$ cat src/rtl/ppd_commutator_ctrl_if.sv
// Sample-in / frame-out bundle of the PPD input commutator.
// The slave side is the commutator; the master side feeds samples and accepts frames.
interface ppd_commutator_ctrl_if #(
  parameter int gp_idata_width       = 6,
  parameter int gp_decimation_factor = 31
) ();
  logic                                             i_valid;
  logic signed [gp_idata_width-1:0]                 i_data;
  logic                                             i_frame_ready;
  logic                                             o_frame_valid;
  logic [gp_decimation_factor*gp_idata_width-1:0]   o_frame;
  logic                                             o_ena;

  modport slave (
    input  i_valid, i_data, i_frame_ready,
    output o_frame_valid, o_frame, o_ena
  );

  modport master (
    output i_valid, i_data, i_frame_ready,
    input  o_frame_valid, o_frame, o_ena
  );
endinterface

$ cat src/rtl/ppd_commutator_ctrl.sv
// Input commutator for the polyphase decimator: serial samples -> parallel frame,
// one-deep hold register with valid/ready. Optional macro PPD_CTRL_WARMUP_EN gates o_out_valid on pipeline warm-up.
module ppd_commutator_ctrl #(
  parameter int gp_idata_width       = 6,
  parameter int gp_decimation_factor = 31,
  parameter int gp_coeff_length      = 53,
  parameter bit gp_ccw               = 1'b1
) (
  input  logic                                    i_clk,
  input  logic                                    i_rst,
  input  logic                                    i_sync,
  input  logic                                    i_clr_ovr,
  ppd_commutator_ctrl_if.slave                    bus,
  output logic [$clog2(gp_decimation_factor)-1:0] o_phase,
  output logic                                    o_overrun,
  output logic                                    o_out_valid
);

  localparam int W  = gp_idata_width;
  localparam int M  = gp_decimation_factor;
  localparam int PW = $clog2(M);
  localparam int FW = M * W;
  localparam logic [PW-1:0] LAST = PW'(M - 1);

  if (gp_decimation_factor < 2 || gp_coeff_length < 1) begin : g_cfg_err
    $error("ppd_commutator_ctrl: decimation factor must be >= 2 and coefficient length >= 1");
  end

  logic [PW-1:0] phase_q, phase_d, k;
  logic [FW-1:0] fill_q, fill_d, fill_wr;
  logic [FW-1:0] hold_q, hold_d;
  logic          fvld_q, fvld_d;
  logic          ovr_q, ovr_d;
  logic          outv_q, outv_d;
  logic          last, consume, load;

  // Counter-clockwise fills from the top slot down so the oldest sample lands in slot M-1.
  function automatic logic [PW-1:0] slot_of(input logic [PW-1:0] ph);
    return gp_ccw ? (LAST - ph) : ph;
  endfunction

  always_comb begin
    k       = i_sync ? '0 : phase_q;
    consume = fvld_q & bus.i_frame_ready;
    last    = bus.i_valid & (k == LAST);

    fill_wr = i_sync ? '0 : fill_q;
    for (int s = 0; s < M; s++) begin
      if (bus.i_valid && (slot_of(k) == PW'(s))) begin
        fill_wr[s*W +: W] = bus.i_data;
      end
    end

    phase_d = bus.i_valid ? (last ? '0 : k + 1'b1) : k;
    fill_d  = last ? '0 : fill_wr;

    // A completed frame is only taken if the hold slot is free or drains on this edge.
    load    = last & (~fvld_q | consume);
    hold_d  = load ? fill_wr : hold_q;
    fvld_d  = load | (fvld_q & ~consume);
    ovr_d   = (last & fvld_q & ~consume) | (ovr_q & ~i_clr_ovr);
  end

`ifdef PPD_CTRL_WARMUP_EN
  localparam int C_COL = (gp_coeff_length + M - 1) / M;
  localparam int CW    = $clog2(C_COL + 1);
  localparam logic [CW-1:0] CCOL = CW'(C_COL);

  logic [CW-1:0] wcnt_q, wcnt_d, wbase;

  function automatic logic [CW-1:0] sat_inc(input logic [CW-1:0] c);
    return (c >= CCOL) ? c : c + 1'b1;
  endfunction

  // i_sync restarts warm-up; a consumption on that same edge counts as the first frame.
  always_comb begin
    wbase  = i_sync ? '0 : wcnt_q;
    wcnt_d = consume ? sat_inc(wbase) : wbase;
    outv_d = consume & (sat_inc(wbase) >= CCOL);
  end

  always_ff @(posedge i_clk) begin
    if (i_rst) begin
      wcnt_q <= '0;
    end else begin
      wcnt_q <= wcnt_d;
    end
  end
`else
  always_comb begin
    outv_d = consume;
  end
`endif

  always_ff @(posedge i_clk) begin
    if (i_rst) begin
      phase_q <= '0;
      fill_q  <= '0;
      hold_q  <= '0;
      fvld_q  <= 1'b0;
      ovr_q   <= 1'b0;
      outv_q  <= 1'b0;
    end else begin
      phase_q <= phase_d;
      fill_q  <= fill_d;
      hold_q  <= hold_d;
      fvld_q  <= fvld_d;
      ovr_q   <= ovr_d;
      outv_q  <= outv_d;
    end
  end

  assign bus.o_frame_valid = fvld_q;
  assign bus.o_frame       = hold_q;
  assign bus.o_ena         = consume;
  assign o_phase           = phase_q;
  assign o_overrun         = ovr_q;
  assign o_out_valid       = outv_q;

endmodule
$ cat src/flat_wrapper.sv
// flat-port wrapper written by rule: the top's interface ports become plain ports
module ppd_commutator_ctrl_flat 
#(
  parameter int gp_idata_width       = 6,
  parameter int gp_decimation_factor = 31,
  parameter int gp_coeff_length      = 53,
  parameter bit gp_ccw               = 1'b1
)
  (i_clk, i_rst, i_sync, i_clr_ovr, o_phase, o_overrun, o_out_valid, bus_i_valid, bus_i_data, bus_i_frame_ready, bus_o_frame_valid, bus_o_frame, bus_o_ena);
  ppd_commutator_ctrl_if #(.gp_idata_width(gp_idata_width), .gp_decimation_factor(gp_decimation_factor)) bus_i ();
  input  logic i_clk;
  input  logic i_rst;
  input  logic i_sync;
  input  logic i_clr_ovr;
  output logic [$clog2(gp_decimation_factor)-1:0] o_phase;
  output logic o_overrun;
  output logic o_out_valid;
  input wire logic [$bits(bus_i.i_valid)-1:0] bus_i_valid;
  input wire logic [$bits(bus_i.i_data)-1:0] bus_i_data;
  input wire logic [$bits(bus_i.i_frame_ready)-1:0] bus_i_frame_ready;
  output wire logic [$bits(bus_i.o_frame_valid)-1:0] bus_o_frame_valid;
  output wire logic [$bits(bus_i.o_frame)-1:0] bus_o_frame;
  output wire logic [$bits(bus_i.o_ena)-1:0] bus_o_ena;
  assign bus_i.i_valid = bus_i_valid;
  assign bus_i.i_data = bus_i_data;
  assign bus_i.i_frame_ready = bus_i_frame_ready;
  assign bus_o_frame_valid = bus_i.o_frame_valid;
  assign bus_o_frame = bus_i.o_frame;
  assign bus_o_ena = bus_i.o_ena;
  ppd_commutator_ctrl #(.gp_idata_width(gp_idata_width), .gp_decimation_factor(gp_decimation_factor), .gp_coeff_length(gp_coeff_length), .gp_ccw(gp_ccw)) u_core (.i_clk(i_clk), .i_rst(i_rst), .i_sync(i_sync), .i_clr_ovr(i_clr_ovr), .bus(bus_i), .o_phase(o_phase), .o_overrun(o_overrun), .o_out_valid(o_out_valid));
endmodule
$ cat config.mk
export PLATFORM = sky130hd
export DESIGN_NAME = ppd_commutator_ctrl_flat
export DESIGN_NICKNAME = d
export VERILOG_FILES = /design/src/rtl/ppd_commutator_ctrl_if.sv /design/src/rtl/ppd_commutator_ctrl.sv /design/src/flat_wrapper.sv
export SDC_FILE = /design/constraint.sdc
export NUM_CORES = 1
export LEC_CHECK = 0
export ABC_AREA = 1
export CORE_MARGIN = 2
export CORE_UTILIZATION = 40
export CTS_BUF_LIST = sky130_fd_sc_hd__clkbuf_8
export CTS_CLUSTER_SIZE = 8
export DETAILED_ROUTE_END_ITERATION = 8
export PLACE_DENSITY = 0.67
export SKIP_CTS_REPAIR_TIMING = 1
export SLEW_MARGIN = 25
export SYNTH_ARGS = -nofsm -noshare
export SYNTH_HDL_FRONTEND = slang
export SYNTH_SLANG_ARGS = --single-unit
$ cat constraint.sdc
create_clock -name i_clk -period 6.35 [get_ports i_clk]
set_input_delay 1.27 -clock i_clk [delete_from_list [all_inputs] [get_ports i_clk]]
set_output_delay 1.27 -clock i_clk [all_outputs]
set_load 0.05 [all_outputs]
Yosys cells after proc, flatten, opt, wreduce, memory -nomap -nowiden
Index checks and enable logic that the tools add are counted.
Word-level totals
  register bits after elaboration: 380
  logic and storage cells: 120
  output and inout port bits: 195
Cells by class
  equality and inequality tests: 31
  add/subtract/negate cells: 2
  bitwise gates (word level): 13
  muxes and demuxes: 35
  reductions and logical operators: 33
Operators with widths (count)
  $mux 186: 1
  $mux 6: 31
  $eq 5x5->1 const B: 16
  $eq 5x4->1 const B: 8
  $logic_and 1x1->1: 31
  $eq 5x3->1 const B: 4
  $mux 5: 3
  $eq 5x2->1 const B: 2
  $and 1x1->1: 7
  $add 5x1->5 const B: 1
  $eq 5x1->1 const B: 1
  $logic_not 5->1: 1
  $sub 5x5->5 const A: 1
  $not 1->1: 3
  $or 1x1->1: 3
  $reduce_or 2->1: 1

Depth between registers and ports, before layout
  depth in word-level cells: 6
  depth in mapped cells: 15

Worst setup path before layout
Ideal clock, no wire load.
  path type: input port to flip-flop
  start: in i_sync
  end: reg u_core.hold_q[32], in the netlist u_core.bus.o_frame[32]
  path buffers: 5
  stages: 15
  arrival: 3.090 ns
  path slack: 3.151 ns
  required time: 6.241 ns
  cells stage by stage: buf_6 clkbuf_1 nor2_1 inv_1 ha_1 inv_1 nor2_1 nand3_2 nor2_2 buf_4 buf_4 buf_2 nand3_1 nand2_1 inv_1
Between the ends
  longest elaborated chain between the ends: 5
  elaborated cells between the ends (all ways): 9
  those cells by class: add/sub (1); eq/ne (2); mux (3); bitwise (2); reduce/logical (1)
RTL lines
  start, declared: line flat_wrapper.sv:13  | input logic i_sync;
  $mux 5: line ppd_commutator_ctrl.sv:43  | k = i_sync ? '0 : phase_q;
  $sub 5x5->5: line ppd_commutator_ctrl.sv:39  | return gp_ccw ? (LAST - ph) : ph;
  $eq 5x3->1: line ppd_commutator_ctrl.sv:49  | if (bus.i_valid && (slot_of(k) == PW'(s))) begin
  $logic_and 1x1->1: line ppd_commutator_ctrl.sv:49
  $mux 6: line ppd_commutator_ctrl.sv:49
  end signal, assigned: line ppd_commutator_ctrl.sv:106  | hold_q <= hold_d;
  end, declared: line ppd_commutator_ctrl.sv:31  | logic [FW-1:0] hold_q, hold_d;
Several ways; a longest one is shown, not always the timed one.
A chain may end at the register's enable or synchronous reset.

Worst setup path after layout
  start: in i_sync
  end: reg u_core.hold_q[49], in the netlist u_core.bus.o_frame[49]
Between the ends
  longest elaborated chain between the ends: 5
  elaborated cells between the ends (all ways): 9
  those cells by class: add/sub (1); eq/ne (2); mux (3); bitwise (2); reduce/logical (1)
RTL lines (line)
  $mux 5: ppd_commutator_ctrl.sv:43
  $sub 5x5->5: ppd_commutator_ctrl.sv:39
  $eq 5x4->1: ppd_commutator_ctrl.sv:49
  $logic_and 1x1->1: ppd_commutator_ctrl.sv:49
  $mux 6: ppd_commutator_ctrl.sv:49
Several ways; a longest one is shown, not always the timed one.

==> results.md <==
Synthesis:
- Of all flip-flops after synthesis, the portion carrying an async set or reset was 0%.
- The synthesized netlist occupies a cell area of 0.0167 sq mm.
- Synthesis handed over a netlist of 2,496 instances.
- After synthesis the netlist holds a flip-flop and latch count of 380.
- The post-synthesis average cell area is 6.69 sq um.
- The yosys synthesis warning count is 0.
- The synthesized design contains 0 enable-type register cells.
- In the synthesized netlist the dominant register cell turns out to be sky130_fd_sc_hd__dfxtp_1.
- The number of distinct library cells after synthesis is 23.
- When the netlist entered floorplanning its net count stood at 2,514.
- The sequential-to-total area share from yosys stat is a little under half.

Route:
- The met1 wire length is ~21,000 um.
- The number of detailed-route iterations in the first pass is 5.
- For this block, the via count after detailed routing is 15,700.
- Using the TritonRoute via totals, the vias-per-cell ratio works out to 4.89.
- The highest metal layer carrying signal wires in the routed design is met5.
- The met3 wire length is roughly 3300 um.
- For this run, design rule violations remaining after detail routing come to 0.
- The met2 wire length is 21,600 um.
- After detailed routing, the average wire length per cell comes to 14.8 um.
- The count of nets left with antenna violations once routing finished came out at 0.
- Summed over all layers, the routed wires come to 47,400 um.
- For this block, the initial DRC count from the detailed router was between 900 and 1,000.

Finish:
- Leaving out filler cells and counting taps, the final layout contains 3,205.
- The antenna diode count is 0.
- The net count of the finished layout is 2,648.
- The number of fillers in the final layout is 4,111.
- Leaving out fill and tap cells, the most frequent cells in the layout are sky130_fd_sc_hd__nor2_1 (541), sky130_fd_sc_hd__nand2_1 (461), sky130_fd_sc_hd__dfxtp_1 (380).
- The growth of design area from synthesis to finish is 20.6%.
- The fraction of final layout cells with drive strength greater than 1 is 5.13%.
- The library cell used most frequently in the layout, excluding fill and tap cells, is sky130_fd_sc_hd__nor2_1.

Run status:
- The run finished with clean final reports.

Timing:
- The worst-case setup margin in the final layout is 2250 ps.
- The clock skew after layout is 27.5 ps.
- The maximum operating frequency is 0.244 GHz.
- Setup total negative slack on the finished layout was measured at 0 ps.
- The worst hold slack across all endpoints is 469 ps.
- The smallest clock period supported by the final layout is computed as 4100 ps.
- The number of endpoints with negative hold slack in the final report is 0.
- Measured against its own limit, the worst slew margin works out to 25.0%.
- The final count of pins violating max slew is 0.
- For the pin with the worst max-slew slack, the measured transition is around 1100 ps.
- Setup repair after global routing left no endpoint under its margin.
- The period utilization is between 60% and 70%.
- The final-report setup violation count is 0.

Run:
- The max-cap check violation count is 0.

Clock tree:
- Clock tree synthesis inserted a total of 68 buffers.
- The clock latency on the worst-skew pair is 600 ps.
- The clock root buffer master is sky130_fd_sc_hd__clkbuf_8.
- The clock slew at the register clock pins of the worst setup and hold paths is 60 ps.
- The H-tree depth reported by CTS is 3.
- The longest clock path from root to sink contains 3 buffers.
- TritonCTS built the clock tree.
- The number of sinks driven by the clock tree is 380.

Power and ir drop:
- The power per cell area is 233 mW/mm^2.
- The static leakage is 8.22 nW.
- The maximum ir drop on the vdd rail is 0.127 mV.

Place:
- The HPWL after detailed placement is 28,500 um.
- After detailed placement, the design holds a cell count of 3,091.
- Prior to clock tree synthesis, the placed netlist has a worst setup slack of 1660 ps.
- The count of input and output buffers is 206.
- At the end of routability-driven placement, the weighted congestion stood at ~0.8.

Setup path:
- The startpoint-to-endpoint class of the critical path is in -> reg.
- STA puts the critical path data required time at around 6800 ps.
- The category of the worst setup path capture point is a register.
- The worst register-to-register path has a setup slack of 3120 ps.
- The endpoint arrival time on the critical path is 4600 ps.
- The highest net fanout along the worst path is 72.
- STA classifies the critical path startpoint as an input pin.

Global route:
- The via count of the first global-routing pass is roughly 15,000.
- Across every metal layer, demand over resource in global routing totals 21.5%.
- Entering global routing, the biggest net connects between 100 and 150 pins.
- The initial antenna violation count is 1.
- The leftover overflow at the end of global routing is 0.
- The wire length of the first global-routing pass is 75,700 um.

Floorplanning:
- Pin placement for this block handled ~210 I/O pins.
- The floorplan step defined a die boundary enclosing 0.0434 sq mm.
- The die span in y is 208 um.
- The starting density of the core is 40.7%.
- The die is between 200 and 250 um wide.
- The area of the placeable core is ~0.041 sq mm.
- The floorplan has 74 rows.

Worst hold path:
- The worst hold path belongs to the class reg -> reg.
## through the flow
stage          util, %  power, mW  area [sq um]
2_1_floorplan        -       2.53         16700
3_3_place_gp      45.9       2.58         18800
3_5_place_dp      45.9       2.58         18800
4_1_cts           49.0       4.74         20100
5_1_grt           49.1       4.87         20100
6_report          49.1       4.68         20100
## routing by layer
metal | track usage (%) | vias to the layer above
met4 | 8.31 | 2
met5 | 0 | -
met3 | 4.68 | 88
met2 | 34.7 | 453
met1 | 28.1 | 7194
li1 | - | 7942
## power breakdown
part / switching [mW] / internal [mW] / leakage [nW] / total (mW)
logic: 0.125 / 0.0171 / 4.43 / 0.142
registers: 0.00112 / 2.39 / 3.06 / 2.39
clock network: 0.989 / 1.16 / 0.734 / 2.15
total: 1.12 / 3.56 / 8.22 / 4.68
## cell usage after synthesis (3+ instances only)
cell                       number  share of area [%]
sky130_fd_sc_hd__nand4_1        3               0.11
sky130_fd_sc_hd__a21oi_1      190                5.7
sky130_fd_sc_hd__nor2_1       543                 12
sky130_fd_sc_hd__buf_4         20               0.90
sky130_fd_sc_hd__buf_2         74                2.2
sky130_fd_sc_hd__inv_1        357                8.0
sky130_fd_sc_hd__nor2_2         6               0.22
sky130_fd_sc_hd__dfxtp_1      380                 46
sky130_fd_sc_hd__nand3_2        5               0.30
sky130_fd_sc_hd__clkbuf_1      62                1.4
sky130_fd_sc_hd__o21bai_1      36                1.6
sky130_fd_sc_hd__nand2_1      462                 10
sky130_fd_sc_hd__nand3_1      338                 10
sky130_fd_sc_hd__nor2_4         6               0.40
sky130_fd_sc_hd__ha_1           6               0.45
## cell type report
class | count | area, sq um | share of cell area (%)
inverters | 359 | 1350 | 6.71
flip-flops and latches | 380 | 7610 | 37.8
repair buffers | 221 | 2250 | 11.2
well taps | 532 | 666 | 3.31
clock buffers | 82 | 1130 | 5.61
clock inverters | 31 | 133 | 0.659
multi-input cells | 1600 | 6990 | 34.7
## worst paths after layout
path         cells after the start                         start                                   to
max                             13                        i_sync  u_core.bus.o_frame[49]$_SDFFE_PP0P_
max reg2reg                     12  u_core.o_phase[1]$_SDFF_PP0_  u_core.bus.o_frame[49]$_SDFFE_PP0P_
min reg2reg                      2   u_core.o_overrun$_SDFF_PP0_          u_core.o_overrun$_SDFF_PP0_
min                              2   u_core.o_overrun$_SDFF_PP0_          u_core.o_overrun$_SDFF_PP0_
## worst max-delay path, cell delays in order
cell                      delay, ps
sky130_fd_sc_hd__buf_6          430
sky130_fd_sc_hd__nor2_1         240
sky130_fd_sc_hd__ha_1           290
sky130_fd_sc_hd__inv_1          110
sky130_fd_sc_hd__nand3_1         90
sky130_fd_sc_hd__nand2_1        130
sky130_fd_sc_hd__nand3_1        370
sky130_fd_sc_hd__nor2_1         870
sky130_fd_sc_hd__nand2_1        360
sky130_fd_sc_hd__nand2_1        180
sky130_fd_sc_hd__nand3_1         80
sky130_fd_sc_hd__nand2_1        100
sky130_fd_sc_hd__inv_1           40
## logic make-up after synthesis
family          count (synthesis)  share of synthesized area [%]
simple gates                 1366                           33.9
buf+inv                       516                           12.7
flops                         380                           45.6
compound gates                228                           7.39
fa+ha+maj                       6                          0.450
## flip-flops by register name, summed over array words and instances (netlist names)
signal / cells
u_core.bus.o_frame: 186
u_core.fill_q: 186
u_core.o_phase: 5
u_core.bus.o_frame_valid: 1
u_core.o_out_valid: 1
u_core.o_overrun: 1
No activity file was read; power rests on OpenSTA's default activity.
==> variant: new RTL, same settings <==
Build with the macro `PPD_CTRL_WARMUP_EN` defined.
--- a/src/rtl/ppd_commutator_ctrl.sv
+++ b/src/rtl/ppd_commutator_ctrl.sv
@@ -1,5 +1,7 @@
 // Input commutator for the polyphase decimator: serial samples -> parallel frame,
 // one-deep hold register with valid/ready. Optional macro PPD_CTRL_WARMUP_EN gates o_out_valid on pipeline warm-up.
+`define PPD_CTRL_WARMUP_EN
+
 module ppd_commutator_ctrl #(
   parameter int gp_idata_width       = 6,
   parameter int gp_decimation_factor = 31,
Check against the original RTL: no difference found for any inputs over 10 cycles, from zero or initial values and one cycle with i_rst high; that may be too few to reach the edited logic, so the function may still have changed.
==> variant against the original RTL <==
Worst setup slack got worse by 0.016 ns; critical path depth fell by 9; sequential cell count is 2 higher; power grew 3.2%; design area is 1.0% higher; non-clock buffer count down 2; global-route usage up 0.11 points; area after synthesis rose by 1.1%; wire length grew 1.7%; clock skew down 0.0052 ns; core utilization shrank 0.38 points.
==> variant: results (changes against the original RTL) <==
stage;metric;value;unit;change
status;run status;complete, no violations;;
pwr;Switching Share;0.2386;;+0.0002450
cells_and_area;#MultiIn Comb;1613;;+0.81%
pwr;Leak;0.008294;uW;+0.85%
setup_path;kind of cell adding the most delay to the critical path;buffers and inverters;;
place;HPWL Detailed;28850;um;+1.1%
yosys;main area contributors after synthesis;dfxtp_1 (45%), nor2_1 (12%), nand2_1 (10%);;
cells_and_area;Non-Clock Buffer Count;219;;-0.90%
global_routing;GRT Total Usage;0.2163;;+0.001108
pwr;peak supply drop;0.0001226;V;-3.1%
setup_path;r2r setup slk;3.23;ns;+0.11 ns
timing;clock skew;0.02234;ns;-0.005156 ns
cells_and_area;FF+latch count;382;;+0.53%
setup_path;Crit-path slowest cell;clkdlybuf4s50_1;;
global_routing;initial antenna violation count;0;;-1
global_routing;first-pass GRT wire length;76520;um;+1.0%
setup_path;Critical Path Max Stage Delay;0.82;ns;-0.05 ns
cells_and_area;Fillers;4126;;+0.36%
cells_and_area;Clock buf/inv share;0.06660;;+0.003923
cells_and_area;fraction of area in multi-input gates;0.3486;;+0.001170
cells_and_area;CLK BUF;83;;+1.2%
yosys;post-synth cell types;25;;+8.7%
cells_and_area;signal buffers share of area;0.1081;;-0.003466
yosys;list of most frequent post-synthesis cells;nor2_1 (543), nand2_1 (468), dfxtp_1 (382);;
yosys;compound-cell area share of the yosys netlist;0.07099;;-0.002871
routing;initial DRC count;1205;;+29%
yosys;register area share after synthesis;0.4534;;-0.002530
clocking;clk_lat worst skew;0.60;ns;about the same
setup_path;Worst Setup SP;bus_i_frame_ready;;
routing;Via Count;15850;;+1.1%
routing;metal2 WL;21650;um;+0.21%
cells_and_area;Nets;2668;;+0.76%
cells_and_area;layout cells sized above 1;0.05601;;+0.004756
timing;slew of the pin with the lowest slew margin;1.087;ns;-0.03754 ns
setup_path;end of the worst register-to-register path;u_core.bus.o_frame[29];;
place;Final GP Congestion;0.8011;;-1.9%
timing;WHS;0.4816;ns;+0.01280 ns
setup_path;worst setup path end;bus_o_ena;;
setup_path;Arr. time, crit path;2.85;ns;-1.75 ns
routing;Routed WL per cell;14.89;um;+0.79%
yosys;post-synthesis mux area share;0;;unchanged
routing;Max Used Layer;met4;;
routing;WL met3;3284;um;-1.1%
cells_and_area;ant diodes;0;;unchanged
yosys;Synth Area in Adders;0.005934;;+0.001435
global_routing;largest net degree at the start of global routing;162;;+46%
setup_path;worst-path maximum fanout;4;;-94%
cells_and_area;sequential cell area share;0.3762;;-0.001847
## variant: cell count changes after synthesis, sizes merged
cell    delta
nor3       +1
inv        +5
nor2       +6
a21oi      +2
nand3      +1
buf        +2
nand2      +7
ha         +2
clkbuf     -2
dfxtp      +2
o21bai     -6
## variant: routing by layer
metal,vias up,GRT usage
li1,7996,-
met1,7262,0.2914
met2,505,0.3457
met3,85,0.04085
met4,0,0.07882
met5,-,0
## variant: through the flow
stage / cell area (um2) / total power (uW) / worst slack (ns) / utilization / std cells
after global placement: 18970 / 2593 / 1.886 / 0.4543 / 3117
after global routing: 20330 / 5002 / 2.167 / 0.4868 / 3235
after floorplan: 16870 / 2546 / 3.126 / - / 2516
final: 20330 / 4830 / 2.232 / 0.4868 / 3235
after CTS: 20320 / 4890 / 2.222 / 0.4867 / 3235
after detailed placement: 18970 / 2594 / 1.871 / 0.4543 / 3117
